$ cat src/rtl/idct_pkg.sv
// Shared types and arithmetic helpers for the 4x4 inverse integer transform.
package idct_pkg;

    typedef enum logic [1:0] {
        BANK_EMPTY,
        BANK_FILLING,
        BANK_FULL
    } bank_state_e;

    function automatic int unsigned row_width(input int unsigned in_w);
        return in_w + 2;
    endfunction

    function automatic int unsigned col_width(input int unsigned in_w);
        return in_w + 4;
    endfunction

    // Round half-up by 2^shift (arithmetic), then clamp to a signed out_w range.
    function automatic logic signed [31:0] round_sat(input logic signed [31:0] y,
                                                     input int unsigned        shift,
                                                     input int unsigned        out_w);
        logic signed [31:0] r;
        logic signed [31:0] hi;
        logic signed [31:0] lo;
        r = y;
        if (shift > 0) begin
            r = (y + (32'sd1 <<< (shift - 1))) >>> shift;
        end
        hi = (32'sd1 <<< (out_w - 1)) - 32'sd1;
        lo = -hi - 32'sd1;
        if (r > hi) begin
            r = hi;
        end else if (r < lo) begin
            r = lo;
        end
        return r;
    endfunction

endpackage

$ cat src/rtl/idct4_1d.sv
// Combinational 4-point inverse integer butterfly; output grows by two bits.
module idct4_1d #(
    parameter int unsigned W = 13
) (
    input  logic [4*W-1:0]     x,
    output logic [4*(W+2)-1:0] y
);

    logic signed [W+1:0] x0, x1, x2, x3;
    logic signed [W+1:0] d0, d1, d2, d3;

    always_comb begin
        x0 = (W+2)'($signed(x[0*W +: W]));
        x1 = (W+2)'($signed(x[1*W +: W]));
        x2 = (W+2)'($signed(x[2*W +: W]));
        x3 = (W+2)'($signed(x[3*W +: W]));
        d0 = x0 + x2;
        d1 = x0 - x2;
        d2 = (x1 >>> 1) - x3;
        d3 = (x3 >>> 1) + x1;
        y  = {d0 - d3, d1 - d2, d1 + d2, d0 + d3};
    end

endmodule

$ cat src/rtl/idct4x4_2d.sv
// Streaming 4x4 2D inverse transform: row butterfly, ping-pong transpose banks,
// column butterfly, round/saturate, and a single-entry handshaked output register.
module idct4x4_2d
    import idct_pkg::*;
#(
    parameter int unsigned IN_W  = 13,
    parameter int unsigned OUT_W = 9,
    parameter int unsigned SHIFT = 6
) (
    input  logic                 clk,
    input  logic                 rst_n,
    input  logic                 in_valid,
    output logic                 in_ready,
    input  logic [4*IN_W-1:0]    in_row,
    output logic                 out_valid,
    input  logic                 out_ready,
    output logic [4*OUT_W-1:0]   out_col,
    output logic                 out_last
);

    localparam int unsigned ROW_W = row_width(IN_W);
    localparam int unsigned COL_W = col_width(IN_W);

    logic [4*ROW_W-1:0] row_y;
    logic [4*ROW_W-1:0] col_x;
    logic [4*COL_W-1:0] col_y;
    logic [4*OUT_W-1:0] col_res;

    logic [4*ROW_W-1:0] bank_q [2][4];
    logic [4*ROW_W-1:0] bank_d [2][4];
    bank_state_e        bank_st_q [2];
    bank_state_e        bank_st_d [2];

    logic [1:0]         wr_cnt_q, wr_cnt_d;
    logic [1:0]         rd_cnt_q, rd_cnt_d;
    logic               wr_sel_q, wr_sel_d;
    logic               rd_sel_q, rd_sel_d;
    logic               out_valid_q, out_valid_d;
    logic               out_last_q, out_last_d;
    logic [4*OUT_W-1:0] out_col_q, out_col_d;
    logic               wr_fire, rd_fire;

    idct4_1d #(.W(IN_W)) u_row_pass (.x(in_row), .y(row_y));
    idct4_1d #(.W(ROW_W)) u_col_pass (.x(col_x), .y(col_y));

    // Column rd_cnt of the read bank: element i comes from stored row i.
    always_comb begin
        col_x = '0;
        for (int unsigned i = 0; i < 4; i++) begin
            col_x[i*ROW_W +: ROW_W] = bank_q[rd_sel_q][i][rd_cnt_q*ROW_W +: ROW_W];
        end
    end

    always_comb begin
        col_res = '0;
        for (int unsigned i = 0; i < 4; i++) begin
            col_res[i*OUT_W +: OUT_W] =
                OUT_W'(round_sat(32'(signed'(col_y[i*COL_W +: COL_W])), SHIFT, OUT_W));
        end
    end

    assign in_ready  = (bank_st_q[wr_sel_q] != BANK_FULL);
    assign out_valid = out_valid_q;
    assign out_col   = out_col_q;
    assign out_last  = out_last_q;

    // Writes and reads never target the same bank on one edge: a bank is written
    // only while not FULL and read only while FULL.
    always_comb begin
        wr_fire     = in_valid && in_ready;
        rd_fire     = (bank_st_q[rd_sel_q] == BANK_FULL) && (!out_valid_q || out_ready);
        bank_d      = bank_q;
        bank_st_d   = bank_st_q;
        wr_cnt_d    = wr_cnt_q;
        rd_cnt_d    = rd_cnt_q;
        wr_sel_d    = wr_sel_q;
        rd_sel_d    = rd_sel_q;
        out_valid_d = out_valid_q;
        out_last_d  = out_last_q;
        out_col_d   = out_col_q;

        if (wr_fire) begin
            bank_d[wr_sel_q][wr_cnt_q] = row_y;
            wr_cnt_d                   = wr_cnt_q + 2'd1;
            if (wr_cnt_q == 2'd3) begin
                bank_st_d[wr_sel_q] = BANK_FULL;
                wr_sel_d            = ~wr_sel_q;
            end else begin
                bank_st_d[wr_sel_q] = BANK_FILLING;
            end
        end

        if (rd_fire) begin
            out_col_d   = col_res;
            out_valid_d = 1'b1;
            out_last_d  = (rd_cnt_q == 2'd3);
            rd_cnt_d    = rd_cnt_q + 2'd1;
            if (rd_cnt_q == 2'd3) begin
                bank_st_d[rd_sel_q] = BANK_EMPTY;
                rd_sel_d            = ~rd_sel_q;
            end
        end else if (out_ready) begin
            out_valid_d = 1'b0;
            out_last_d  = 1'b0;
        end
    end

    always_ff @(posedge clk) begin
        if (!rst_n) begin
            bank_st_q[0] <= BANK_EMPTY;
            bank_st_q[1] <= BANK_EMPTY;
            wr_cnt_q     <= '0;
            rd_cnt_q     <= '0;
            wr_sel_q     <= 1'b0;
            rd_sel_q     <= 1'b0;
            out_valid_q  <= 1'b0;
            out_last_q   <= 1'b0;
            out_col_q    <= '0;
        end else begin
            bank_st_q    <= bank_st_d;
            wr_cnt_q     <= wr_cnt_d;
            rd_cnt_q     <= rd_cnt_d;
            wr_sel_q     <= wr_sel_d;
            rd_sel_q     <= rd_sel_d;
            out_valid_q  <= out_valid_d;
            out_last_q   <= out_last_d;
            out_col_q    <= out_col_d;
        end
    end

    always_ff @(posedge clk) begin
        bank_q <= bank_d;
    end

endmodule

$ cat config.mk
export PLATFORM = sky130hd
export DESIGN_NAME = idct4x4_2d
export DESIGN_NICKNAME = d
export VERILOG_FILES = /design/src/rtl/idct_pkg.sv /design/src/rtl/idct4_1d.sv /design/src/rtl/idct4x4_2d.sv
export SDC_FILE = /design/constraint.sdc
export NUM_CORES = 1
export LEC_CHECK = 0
export BUFFER_PORTS_ARGS = -buffer_cell sky130_fd_sc_hd__buf_2
export CORE_MARGIN = 2
export CORE_UTILIZATION = 55
export CTS_CLUSTER_SIZE = 14
export DETAILED_ROUTE_END_ITERATION = 10
export GPL_TIMING_DRIVEN = 0
export PLACE_DENSITY = 0.81
export SYNTH_ARGS = -nofsm -noshare
export SYNTH_HDL_FRONTEND = slang
export SYNTH_SLANG_ARGS = --single-unit
$ cat constraint.sdc
create_clock -name clk -period 8.4 [get_ports clk]
set_clock_uncertainty 0.1 [all_clocks]
set_input_delay 1.68 -clock clk [delete_from_list [all_inputs] [get_ports clk]]
set_output_delay 1.68 -clock clk [all_outputs]
set_load 0.01 [all_outputs]
# Word level (Yosys, flattened, before mapping)
# Index checks and enable logic that the tools add are counted.
[word_totals] register_bits=528 in_bits=56 out_inout_bits=39 word_cells=118
[classes] n_addsub=22 n_mul=1 n_lt_le_gt_ge=14 n_eq_ne=4 shift=4 mux=33 n_bitwise=13 reduce_logical=10
[op_table] cell="$mux 240" n=4
[op_table] cell="$bwmux 480" n=1
[op_table] cell="$demux 240 s1" n=1
[op_table] cell="$shiftx 60x7->15" n=4
[op_table] cell="$demux 60 s2" n=1
[op_table] cell="$add 17x7->18 const B" n=4
[op_table] cell="$mux 9" n=8
[op_table] cell="$mux 60" n=1
[op_table] cell="$gt 12x9->1 const B" n=4
[op_table] cell="$lt 12x9->1 const B" n=4
[op_table] cell="$add 16x16->17" n=2
[op_table] cell="$sub 16x16->17" n=2
[op_table] cell="$add 14x15->16" n=1
[op_table] cell="$add 15x15->16" n=1
[op_table] cell="$mux 2" n=8
[op_table] cell="$mux 4" n=4
[op_table] cell="$sub 14x15->16" n=1
[op_table] cell="$sub 15x15->16" n=1
[op_table] cell="$add 14x14->15" n=1
[op_table] cell="$add 15x15->15" n=1
[op_table] cell="$sub 14x14->15" n=1
[op_table] cell="$sub 15x15->15" n=1
[op_table] cell="$add 12x13->14" n=1
[op_table] cell="$add 13x13->14" n=1
[op_table] cell="25 further kinds" n=43

# Longest topological paths before layout
# Gate-level depths: netlist of the first run.
[logic_depth] depth_word=12 depth_mapped=29

# By module
# A second synthesis of the first run with hierarchy kept.
[hier_totals] hier_cells=2653 hier_area_um2=32283.5
[by_module_without_submodules] mod="idct4x4_2d" instances=1 cells_each=1040 area_per_inst_um2=20977.6
[by_module_without_submodules] mod="idct4_1d at u_col_pass" instances=1 cells_each=886 area_per_inst_um2=6164.7
[by_module_without_submodules] mod="idct4_1d at u_row_pass" instances=1 cells_each=727 area_per_inst_um2=5141.2

# Worst setup path after synthesis of the first run
# OpenSTA, ideal clock, no wires.
[synth_timing] path_kind="register -> register" from="register rd_sel_q" to="register out_col_q[1], in the netlist out_col[1]" setup_ps=71 arrival_ps=6623 setup_slack_ps=1607 path_stages_with_launch=26 path_buffers=3 cell_sequence="dfxtp_1 buf_1 buf_1 mux4_2 mux2i_1 inv_1 ha_1 nor2b_1 o21bai_1 a21oi_1 o41a_1 a221o_1 nor4_1 o41ai_1 a2111oi_0 a21o_1 ha_1 ha_1 nor2b_1 a2111oi_0 a31oi_1 a41oi_1 or4_1 buf_2 or2_2 a21oi_1"
[synth_between] elab_chain_cells=11 word_cells_on_any_way=21 classes_between="4 x add/sub; 2 x order compare; 1 x eq/ne; 4 x shift; 8 x mux; 1 x bitwise; 1 x reduce/logical"
[synth_lines] element="start, declared" line_no="idct4x4_2d.sv:37" text="logic rd_sel_q, rd_sel_d;"
[synth_lines] element="start signal, assigned" line_no="idct4x4_2d.sv:124" text="rd_sel_q <= rd_sel_d;"
[synth_lines] element="$not 1->2 (not written as such) *" line_no="idct4x4_2d.sv:50, idct4x4_2d.sv:71"
[synth_lines] element="$mux 240 (not written as such) (3 in a row)" line_no="idct4x4_2d.sv:50" text="col_x[i*ROW_W +: ROW_W] = bank_q[rd_sel_q][i][rd_cnt_q*ROW_W +: ROW_W];"
[synth_lines] element="$shiftx 60x7->15" line_no="idct4x4_2d.sv:50"
[synth_lines] element="$add 15x15->16 or $add 14x15->16 (tied branches)" line_no="idct4_1d.sv:17, idct4_1d.sv:20"
[synth_lines] element="$add 16x16->17" line_no="idct4_1d.sv:21" text="y = {d0 - d3, d1 - d2, d1 + d2, d0 + d3};"
[synth_lines] element="$add 17x7->18" line_no="idct_pkg.sv:27" text="r = (y + (32'sd1 <<< (shift - 1))) >>> shift;"
[synth_lines] element="$lt 12x9->1" line_no="idct_pkg.sv:33" text="end else if (r < lo) begin"
[synth_lines] element="$mux 9" line_no="idct_pkg.sv:33"
[synth_lines] element="$mux 9" line_no="idct_pkg.sv:31" text="if (r > hi) begin"
[synth_lines] element="end signal, assigned" line_no="idct4x4_2d.sv:127" text="out_col_q <= out_col_d;"
[synth_lines] element="end, declared" line_no="idct4x4_2d.sv:40" text="logic [4*OUT_W-1:0] out_col_q, out_col_d;"
# Every way passes the cells marked *; elsewhere a longest branch is shown, timed or not. The select of a mux whose other input is x is not followed.
# A chain may end at the register's enable or synchronous reset.

# Worst setup path in the final report of the first run
[layout_timing] from="register rd_cnt_q[0]" to="register out_col_q[31], in the netlist out_col[31]"
[layout_between] elab_chain_cells=8 word_cells_on_any_way=13 classes_between="4 x add/sub; 1 x mul; 2 x order compare; 4 x shift; 2 x mux"
[layout_lines] element="start, declared" line_no="idct4x4_2d.sv:35" text="logic [1:0] rd_cnt_q, rd_cnt_d;"
[layout_lines] element="start signal, assigned" line_no="idct4x4_2d.sv:122" text="rd_cnt_q <= rd_cnt_d;"
[layout_lines] element="$mul 2x4->6 *" line_no="idct4x4_2d.sv:50"
[layout_lines] element="$shiftx 60x7->15" line_no="idct4x4_2d.sv:50"
[layout_lines] element="$add 15x15->16 or $add 14x15->16 (tied branches)" line_no="idct4_1d.sv:17, idct4_1d.sv:20"
[layout_lines] element="$sub 16x16->17 *" line_no="idct4_1d.sv:21"
[layout_lines] element="$add 17x7->18 *" line_no="idct_pkg.sv:27"
[layout_lines] element="$lt 12x9->1" line_no="idct_pkg.sv:33"
[layout_lines] element="$mux 9" line_no="idct_pkg.sv:33"
[layout_lines] element="$mux 9 *" line_no="idct_pkg.sv:31"
# Every way passes the cells marked *; elsewhere a longest branch is shown, timed or not.

==> results of run 1 <==
[power by group through the flow]
stage,registers (mW),logic [mW],clock network [mW]
after CTS,3.58,5.82,2.09
final,3.58,5.91,2.08
after floorplan,3.59,4.28,0
after global routing,3.59,6.49,2.18
after global placement,3.60,5.50,0
after detailed placement,3.62,5.76,0
[worst paths after layout]
path / end / cells after the start
worst min-delay path: out_col[8] / 2
worst min register to register: out_col[8] / 2
worst max register to register: out_col[31] / 27
worst max-delay path: out_col[31] / 27
[logic make-up (layout without fill, tap and decap cells)]
family	count (synthesis)	count (layout)	synth area share
multiplexers	178	178	0.110
adder cells (fa/ha/maj)	305	305	0.132
buffers and inverters	284	461	0.0359
XOR/XNOR	174	174	0.0513
AO/OA/AOI/OAI	437	437	0.0967
AND/OR/NAND/NOR	428	428	0.0729
flip-flops	512	512	0.502
[stage by stage]
step / area, sq um / hold slack, ns / setup TNS (ns) / setup slack (ns) / instances
2_1_floorplan: 29700 / 0.346 / 0 / 1.61 / 2318
3_3_place_gp: 31000 / 0.348 / -6.81 / -0.522 / 3108
3_5_place_dp: 31100 / 0.362 / -15.68 / -0.843 / 3110
4_1_cts: 32700 / 0.371 / 0 / 0.0250 / 3191
5_1_grt: 32600 / 0.402 / -0.0171 / -0.0171 / 3191
6_report: 32600 / 0.366 / 0 / 0.312 / 3191
[layout by cell type, fill, tap and decap left out, types with 36 or more instances in the layout]
cell,count
a21oi_1,129
buf_2,96
clkbuf_1,48
clkbuf_16,48
dfxtp_1,48
edfxtp_1,464
ha_1,293
inv_1,217
mux4_2,116
nand2_1,74
nand2b_1,36
nor2_1,115
nor2b_1,37
nor3_1,47
o21ai_0,82
xnor2_1,128
xor2_1,46
[routing by layer]
metal  up-vias  track usage  share of wire
li1       8936            -              -
met1      9524        0.323           0.37
met2       912        0.482           0.50
met3       167       0.0460          0.083
met4         0        0.102          0.040
met5         -            0              0
[final cells by class]
class | instances | area share
clock inverters | 23 | 0.00705
plain buffers | 65 | 0.00916
inverters | 219 | 0.0252
well taps | 696 | 0.0267
repair buffers | 96 | 0.0156
clock buffers | 58 | 0.0380
multi-input cells | 1522 | 0.422
flip-flops and latches | 512 | 0.456
[tightest hold or removal path, stage by stage, from the launching register on]
cell	delay [ns]
dfxtp_1	0.31
nand2_1	0.05
a21oi_1	0.06
[state kept, by name (all words and copies together), names as in the netlist]
register	flops
bank_q	464
bank_st_q	4
out_col	36
out_last	1
out_valid	1
rd_cnt_q	2
rd_sel_q	1
wr_cnt_q	2
wr_sel_q	1
==> metrics, run 1 <==
worst hold start=out_col[8]; Max Cap Viol=0; CP max FO=10; Yosys top cell area share=0.469; synth cell count leaders=464 x edfxtp_1, 293 x ha_1, 219 x inv_1; drt initial violations=1709; NetSw=4.69 mW; Placeable Area=53600 sq um; grt ovf=0; synth top area cells=edfxtp_1 47%, ha_1 12%, mux4_2 8.8%, xnor2_1 3.8%, dfxtp_1 3.2%; final number of setup-violating endpoints=0; Slew @ Worst Pin=1.19 ns; Worst Setup SP=rd_cnt_q[0]; synth unique cells=72; Syn Area/Cell=12.8 sq um; Hold Crit Class=reg2reg; Synth Instances=2318; Post-synth EDFFs=464; Post-Syn Area=29700 sq um; Post-DP HPWL=52.3 mm; post-CTS setup buffers=0; FF+latch area=14900 sq um; port bufs=94; die width=236 microns; Reg clk slew, reported paths=0.06 ns; Starting Density=0.554; layout cells sized above 1=0.145; Rows=85; detailed-route DRC error count=0; worst path bufs/invs=5; ys flop type=edfxtp_1; largest net degree at the start of global routing=59; status=completed; slew margin rel.=0.207; critical path type=reg2reg; minimum clock period=8.09 ns; WL per Instance=23.6 microns; Synth warnings=0; Chip Height=236 microns; worst path arrival time=8.42 ns; Initial DRT Pass Iterations=5; Top-Level Pins=95; nets=2824; routed via count=19500; Placer Congestion=0.891; clk sinks=512; Max Fclk=124 MHz; Final Util=0.609; Critical Path RT=8.73 ns; sequential fraction of the synthesis area=0.502; startpoint types=flop; Reg2Reg Setup Slack=0.31 ns; register bit total from synthesis=512; Net Count, Synth=2679; antenna-violating nets left=0; fin. max-slew vios=0; Layout area overhead=9.91%; n_diodes=0; CTS max path bufs=3; Pwr Total=11.6 mW; FILL cells=4020; vias in the first global route=19800; ys async rst share=0; clock share of power=0.180; post-synth top area cell=edfxtp_1; clk_lat worst skew=0.60 ns; area of the multi-input gates=13800 sq um; TritonCTS clock tree=yes; initial antenna violation count=0; sw frac=0.405; Comb power frac=0.511; Tot GR Track Use=0.268; crit-path max cell delay=0.91 ns; CTS Buf Count=47; fin crit share=0.963; RR Startpoint=rd_cnt_q[0]; Setup crit end kind=flop; maximum vdd drop=0.215 mV; CP top delay family=compound AO/OA/AOI/OAI gates; CTS resizes=21; clock root cell=clkbuf_16; H-Tree Depth=2; # hold bufs at CTS=0; Hold Violations, Final=0; first-pass GRT wire length=113 mm; PD cells=355 nW/um^2; Leak=12.5 nW; die area=55900 sq um; vias per cell=6.12; part of the power in registers=0.309; Routed WL=75.2 mm; top-count cell post-synth=edfxtp_1; internal power=6.88 mW; Critical-path top delay cell=clkbuf_1
Note: power is estimated with default switching activity, not from simulation.
==> run 2: changes to the inputs <==
Settings changed: CORE_UTILIZATION 55 to 50, PLACE_DENSITY 0.81 to 0.75.
==> metrics, run 2 (synthesized netlist as in run 1, its figures left out) <==
Reg clk slew, reported paths=0.07 ns (was 0.06 ns); most common cell after layout, fill and taps aside=edfxtp_1 (unchanged); fin. max-slew vios=0 (unchanged); clk_lat worst skew=0.60 ns (about the same); vias in the first global route=19600 (was 19800); post-CTS setup buffers=0 (unchanged); maximum vdd drop=0.291 mV (was 0.215 mV); WL per Instance=22.8 microns (was 23.6 microns); max reg flops=464 (unchanged); Hold Crit Class=reg2reg (unchanged); Critical Path RT=8.75 ns (was 8.73 ns); Layout area overhead=10.6% (was 9.91%); vias per cell=5.90 (was 6.12); slew margin rel.=0.196 (was 0.207); status=completed (unchanged); Fin Hold WS=0.352 ns (was 0.366 ns); clock root cell=clkbuf_16 (unchanged); CP max FO=10 (unchanged); port bufs=94 (unchanged); dpl cells=3187 (was 3110); Hold Violations, Final=0 (unchanged); Top-Level Pins=95 (unchanged); Max Fclk=124 MHz (about the same); largest net degree at the start of global routing=59 (unchanged); routed via count=19300 (was 19500); grt ovf=0 (unchanged); largest register by flop count=bank_q (unchanged); Starting Density=0.504 (was 0.554); Max Cap Viol=0 (unchanged); drt initial violations=1617 (was 1709); Placeable Area=58900 sq um (was 53600 sq um); Tot GR Track Use=0.244 (was 0.268); Setup crit end kind=flop (unchanged); critical path type=reg2reg (unchanged); antenna-violating nets left=0 (unchanged); die width=248 microns (was 236 microns); Leak=12.5 nW (about the same); detailed-route DRC error count=0 (unchanged); PD cells=356 nW/um^2 (was 355 nW/um^2); clk sinks=512 (unchanged); n_diodes=0 (unchanged); Placer Congestion=0.868 (was 0.891); Chip Height=248 microns (was 236 microns); TritonCTS clock tree=yes (unchanged); Initial DRT Pass Iterations=8 (was 5); layout cells sized above 1=0.147 (was 0.145); crit-path max cell delay=0.64 ns (was 0.91 ns); non-filler instance count after layout=3273 (was 3191); TNS Setup=0 ns (unchanged); RSZ-0062 raised after global routing=false; Post-DP HPWL=52.6 mm (was 52.3 mm); worst path arrival time=8.39 ns (was 8.42 ns); fin crit share=0.957 (was 0.963); die area=61400 sq um (was 55900 sq um); first-pass GRT wire length=111 mm (was 113 mm); CTS Buf Count=48 (was 47); Final Util=0.557 (was 0.609); H-Tree Depth=2 (unchanged); most frequent cells in the layout=464 x edfxtp_1, 293 x ha_1, 217 x inv_1 (unchanged); initial antenna violation count=0 (unchanged); startpoint types=flop (unchanged); Routed WL=74.5 mm (was 75.2 mm); Rows=89 (was 85); minimum clock period=8.04 ns (was 8.09 ns); Critical-path top delay cell=a311oi_4 (was clkbuf_1); CTS max path bufs=3 (unchanged); final number of setup-violating endpoints=0 (unchanged); nets=2825 (was 2824); Reg2Reg Setup Slack=0.36 ns (was 0.31 ns); Slew @ Worst Pin=1.21 ns (was 1.19 ns)
## run 2: cell count changes in the layout (fill, tap and decap cells not counted), moves of 2 or more
cell | before | now
clkinv_2 | 4 | 7
clkinvlp_4 | 3 | 0
bufinv_16 | 3 | 5
clkdlybuf4s18_2 | 0 | 2
clkinv_1 | 9 | 11
## run 2: final timing paths
check / from / end / depth (start not counted)
hold / removal: out_col[8] / out_col[8] / 2
setup / recovery: rd_sel_q / out_col[28] / 27
setup reg to reg: rd_sel_q / out_col[28] / 27
hold reg to reg: out_col[8] / out_col[8] / 2
## run 2: per-stage QoR
| stage | worst slack (ns) | total power [mW] | instance area [sq um] |
|---|---|---|---|
| after global placement | -0.688 | 9.20 | 31100 |
| after detailed placement | -0.953 | 9.41 | 31200 |
| final | 0.358 | 11.7 | 32800 |
| after CTS | 0.0182 | 11.6 | 32800 |
| after global routing | 0.0145 | 12.4 | 32800 |
| after floorplan | 1.61 | 7.87 | 29700 |
## run 2: layout make-up
type                    count  area, sq um
clock buffers              58         1240
multi-input cells        1522        13800
clock inverters            28          299
repair buffers             96          510
well taps                 773          967
plain buffers              65          314
flip-flops and latches    512        14900
inverters                 219          822
fillers                  4635        26100
## run 2: power by group
part           total (mW)  leakage (nW)  switching [mW]  internal, mW
combinational        5.94          7.17            3.72          2.23
clock                2.18         0.749           0.967          1.21
sequential           3.57          4.60          0.0469          3.52
## run 2: per-layer routing
metal / share of wire / vias to the layer above / GRT usage / wire length [microns]
met3: 0.080 / 116 / 0.0495 / 5980
met1: 0.39 / 9484 / 0.296 / 29100
met5: 0 / - / 0 / 0
li1: - / 8949 / - / -
met4: 0.030 / 0 / 0.0796 / 2220
met2: 0.50 / 774 / 0.433 / 37200
## run 2: critical path, delay by kind of cell, from the launching register on
kind,cells,cell delay [ns]
AOI/OAI and AO/OA,13,3.66
buffers and inverters,5,1.21
muxes,2,0.98
adders and majority gates,3,0.96
DFF,1,0.46
and+or+nand+nor,3,0.34
xor gates and xnor gates,1,0.16
## run 2: timing repair
item | 4_1_cts | 5_1_grt
gates resized for setup | 21 | 38
setup endpoints to repair | 35 | 33
hold buffers | 0 | 0
pin swaps | 0 | 0
==> run 3: changes to the inputs <==
Settings changed: SYNTH_HIERARCHICAL set to 1.
==> metrics, run 3 <==
Min-Delay Path Depth=2 (unchanged); Initial DRT Pass Iterations=5 (was 8); RSZ-0062 raised after global routing=false (unchanged); clk_lat worst skew=0.61 ns (was 0.60 ns); Slew @ Worst Pin=1.22 ns (was 1.21 ns); fin crit share=0.961 (was 0.957); Comb power frac=0.544 (was 0.509); vias per cell=6.11 (was 5.90); PD cells=365 nW/um^2 (was 356 nW/um^2); Hold Violations, Final=0 (unchanged); initial antenna violation count=0 (unchanged); antenna-violating nets left=0 (unchanged); Post-DP HPWL=63.0 mm (was 52.6 mm); most frequent cells in the layout=480 x edfxtp_1, 241 x ha_1, 189 x inv_1 (was 464 x edfxtp_1, 293 x ha_1, 217 x inv_1); maximum vdd drop=0.218 mV (was 0.291 mV); Finished Cell Area=35500 sq um (was 32800 sq um); Leak=13.1 nW (was 12.5 nW); Starting Density=0.507 (was 0.504); Layout area overhead=10.6% (about the same); layout cells sized above 1=0.163 (was 0.147); FILL cells=5138 (was 4635); slew margin rel.=0.181 (was 0.196); Top-Level Pins=95 (unchanged); vias in the first global route=22500 (was 19600); part of the power in registers=0.282 (was 0.305); Net Count, Synth=2936 (was 2679); status=completed (unchanged); Max Cap Viol=0 (unchanged); Hold Crit Class=reg2reg (unchanged); die width=257 microns (was 248 microns); internal power=7.32 mW (was 6.96 mW); Setup crit end kind=flop (unchanged); n_diodes=0 (unchanged); WL per Instance=23.2 microns (was 22.8 microns); Routed WL=85.0 mm (was 74.5 mm); Final Util=0.561 (was 0.557); clock share of power=0.175 (was 0.186); FF+latch area=15400 sq um (was 14900 sq um); DP Worst Slack=0.146 ns (was -0.953 ns); routed via count=22400 (was 19300); max reg flops=480 (was 464); minimum clock period=8.07 ns (was 8.04 ns); Chip Height=257 microns (was 248 microns); TritonCTS clock tree=yes (unchanged); Rows=92 (was 89); Worst Slack Setup Final=0.330 ns (was 0.358 ns); detailed-route DRC error count=0 (unchanged); Max Fclk=124 MHz (about the same); placed cell areas=33800 sq um (was 31200 sq um); area of the multi-input gates=15500 sq um (was 13800 sq um); critical path type=reg2reg (unchanged); drt initial violations=2104 (was 1617); die area=66200 sq um (was 61400 sq um); largest net degree at the start of global routing=61 (was 59); first-pass GRT wire length=130 mm (was 111 mm); r2r worst-path depth=25 (was 27); final number of setup-violating endpoints=0 (unchanged); grt ovf=0 (unchanged); startpoint types=flop (unchanged); CTS Buf Count=51 (was 48); largest register by flop count=bank_q (unchanged); nets=3094 (was 2825); NetSw=5.66 mW (was 4.73 mW); Reg clk slew, reported paths=0.06 ns (was 0.07 ns); sw frac=0.436 (was 0.405); clock root cell=clkbuf_16 (unchanged); CP max FO=10 (unchanged); Placeable Area=63300 sq um (was 58900 sq um); Synth Instances=2623 (was 2318); Synth warnings=6 (was 0); Critical Path RT=8.79 ns (was 8.75 ns); Placer Congestion=0.949 (was 0.868); CTS max path bufs=3 (unchanged); port bufs=94 (unchanged); # hold bufs at CTS=0 (unchanged); Tot GR Track Use=0.255 (was 0.244); H-Tree Depth=2 (unchanged); worst path arrival time=8.46 ns (was 8.39 ns); Post-Syn Area=32100 sq um (was 29700 sq um); fin. max-slew vios=0 (unchanged); Syn Area/Cell=12.2 sq um (was 12.8 sq um); Reg2Reg Setup Slack=0.33 ns (was 0.36 ns); clk sinks=528 (was 512); most common cell after layout, fill and taps aside=edfxtp_1 (unchanged)
run 3: area by class of cell:
type	count	area share
buffer	116	0.0162
clock buffer	61	0.0370
clock inverter	31	0.00959
inverter	191	0.0203
multi-input combinational	1787	0.436
sequential	528	0.433
tap	846	0.0298
timing repair buffer	106	0.0181
run 3: worst max-delay path, cell delays in order, from the launching register on:
cell and delay, ns:
dfxtp_1 0.51, clkbuf_1 0.55, clkbuf_2 0.58, mux4_2 0.38, mux2_2 0.30, ha_1 0.22
fa_1 0.41, a21oi_1 0.28, o21ai_1 0.20, a2111oi_4 0.56, o31ai_1 0.13, a21oi_1 0.27
xnor2_1 0.10, ha_1 0.30, clkbuf_1 0.44, inv_1 0.20, o21ai_0 0.20, a32oi_1 0.09
o21ai_1 0.20, mux2_4 0.32, a211oi_2 0.40, nor2b_1 0.20, a41oi_1 0.16, a221oi_2 0.46
o21ai_0 0.20, o211a_1 0.17
run 3: final timing paths:
path,from,to
worst max-delay path,rd_cnt_q[0],out_col[34]
worst min-delay path,out_col[8],out_col[8]
worst max register to register,rd_cnt_q[0],out_col[34]
worst min register to register,out_col[8],out_col[8]
run 3: layer usage:
| layer | part of all wire | vias to the layer above | track usage | wire [microns] |
|---|---|---|---|---|
| met1 | 0.39 | 11100 | 0.313 | 32800 |
| met4 | 0.042 | 0 | 0.101 | 3570 |
| met5 | 0 | - | 0 | 0 |
| li1 | - | 10200 | - | - |
| met2 | 0.50 | 917 | 0.452 | 42600 |
| met3 | 0.071 | 190 | 0.0355 | 5990 |
run 3: power by group through the flow:
stage               clock network (mW)  logic, mW  registers (mW)
finish                            2.27       7.05            3.65
global route                      2.37       7.71            3.67
CTS                               2.28       6.91            3.65
detailed placement                   0       6.88            3.71
global placement                     0       6.64            3.69
floorplan                            0       5.08            3.68
run 3: through the flow:
stage / setup TNS (ns) / std cells / hold WS, ns / total power, mW
2_1_floorplan: 0 / 2623 / 0.356 / 8.75
3_3_place_gp: -137.98 / 3563 / 0.347 / 10.3
3_5_place_dp: 0 / 3573 / 0.354 / 10.6
4_1_cts: 0 / 3665 / 0.360 / 12.9
5_1_grt: 0 / 3666 / 0.385 / 13.7
6_report: 0 / 3666 / 0.353 / 13.0
run 3: timing repair:
action	4_1_cts	5_1_grt
buffers inserted	0	1
gates resized for setup	0	26
endpoints found under the setup margin	0	32
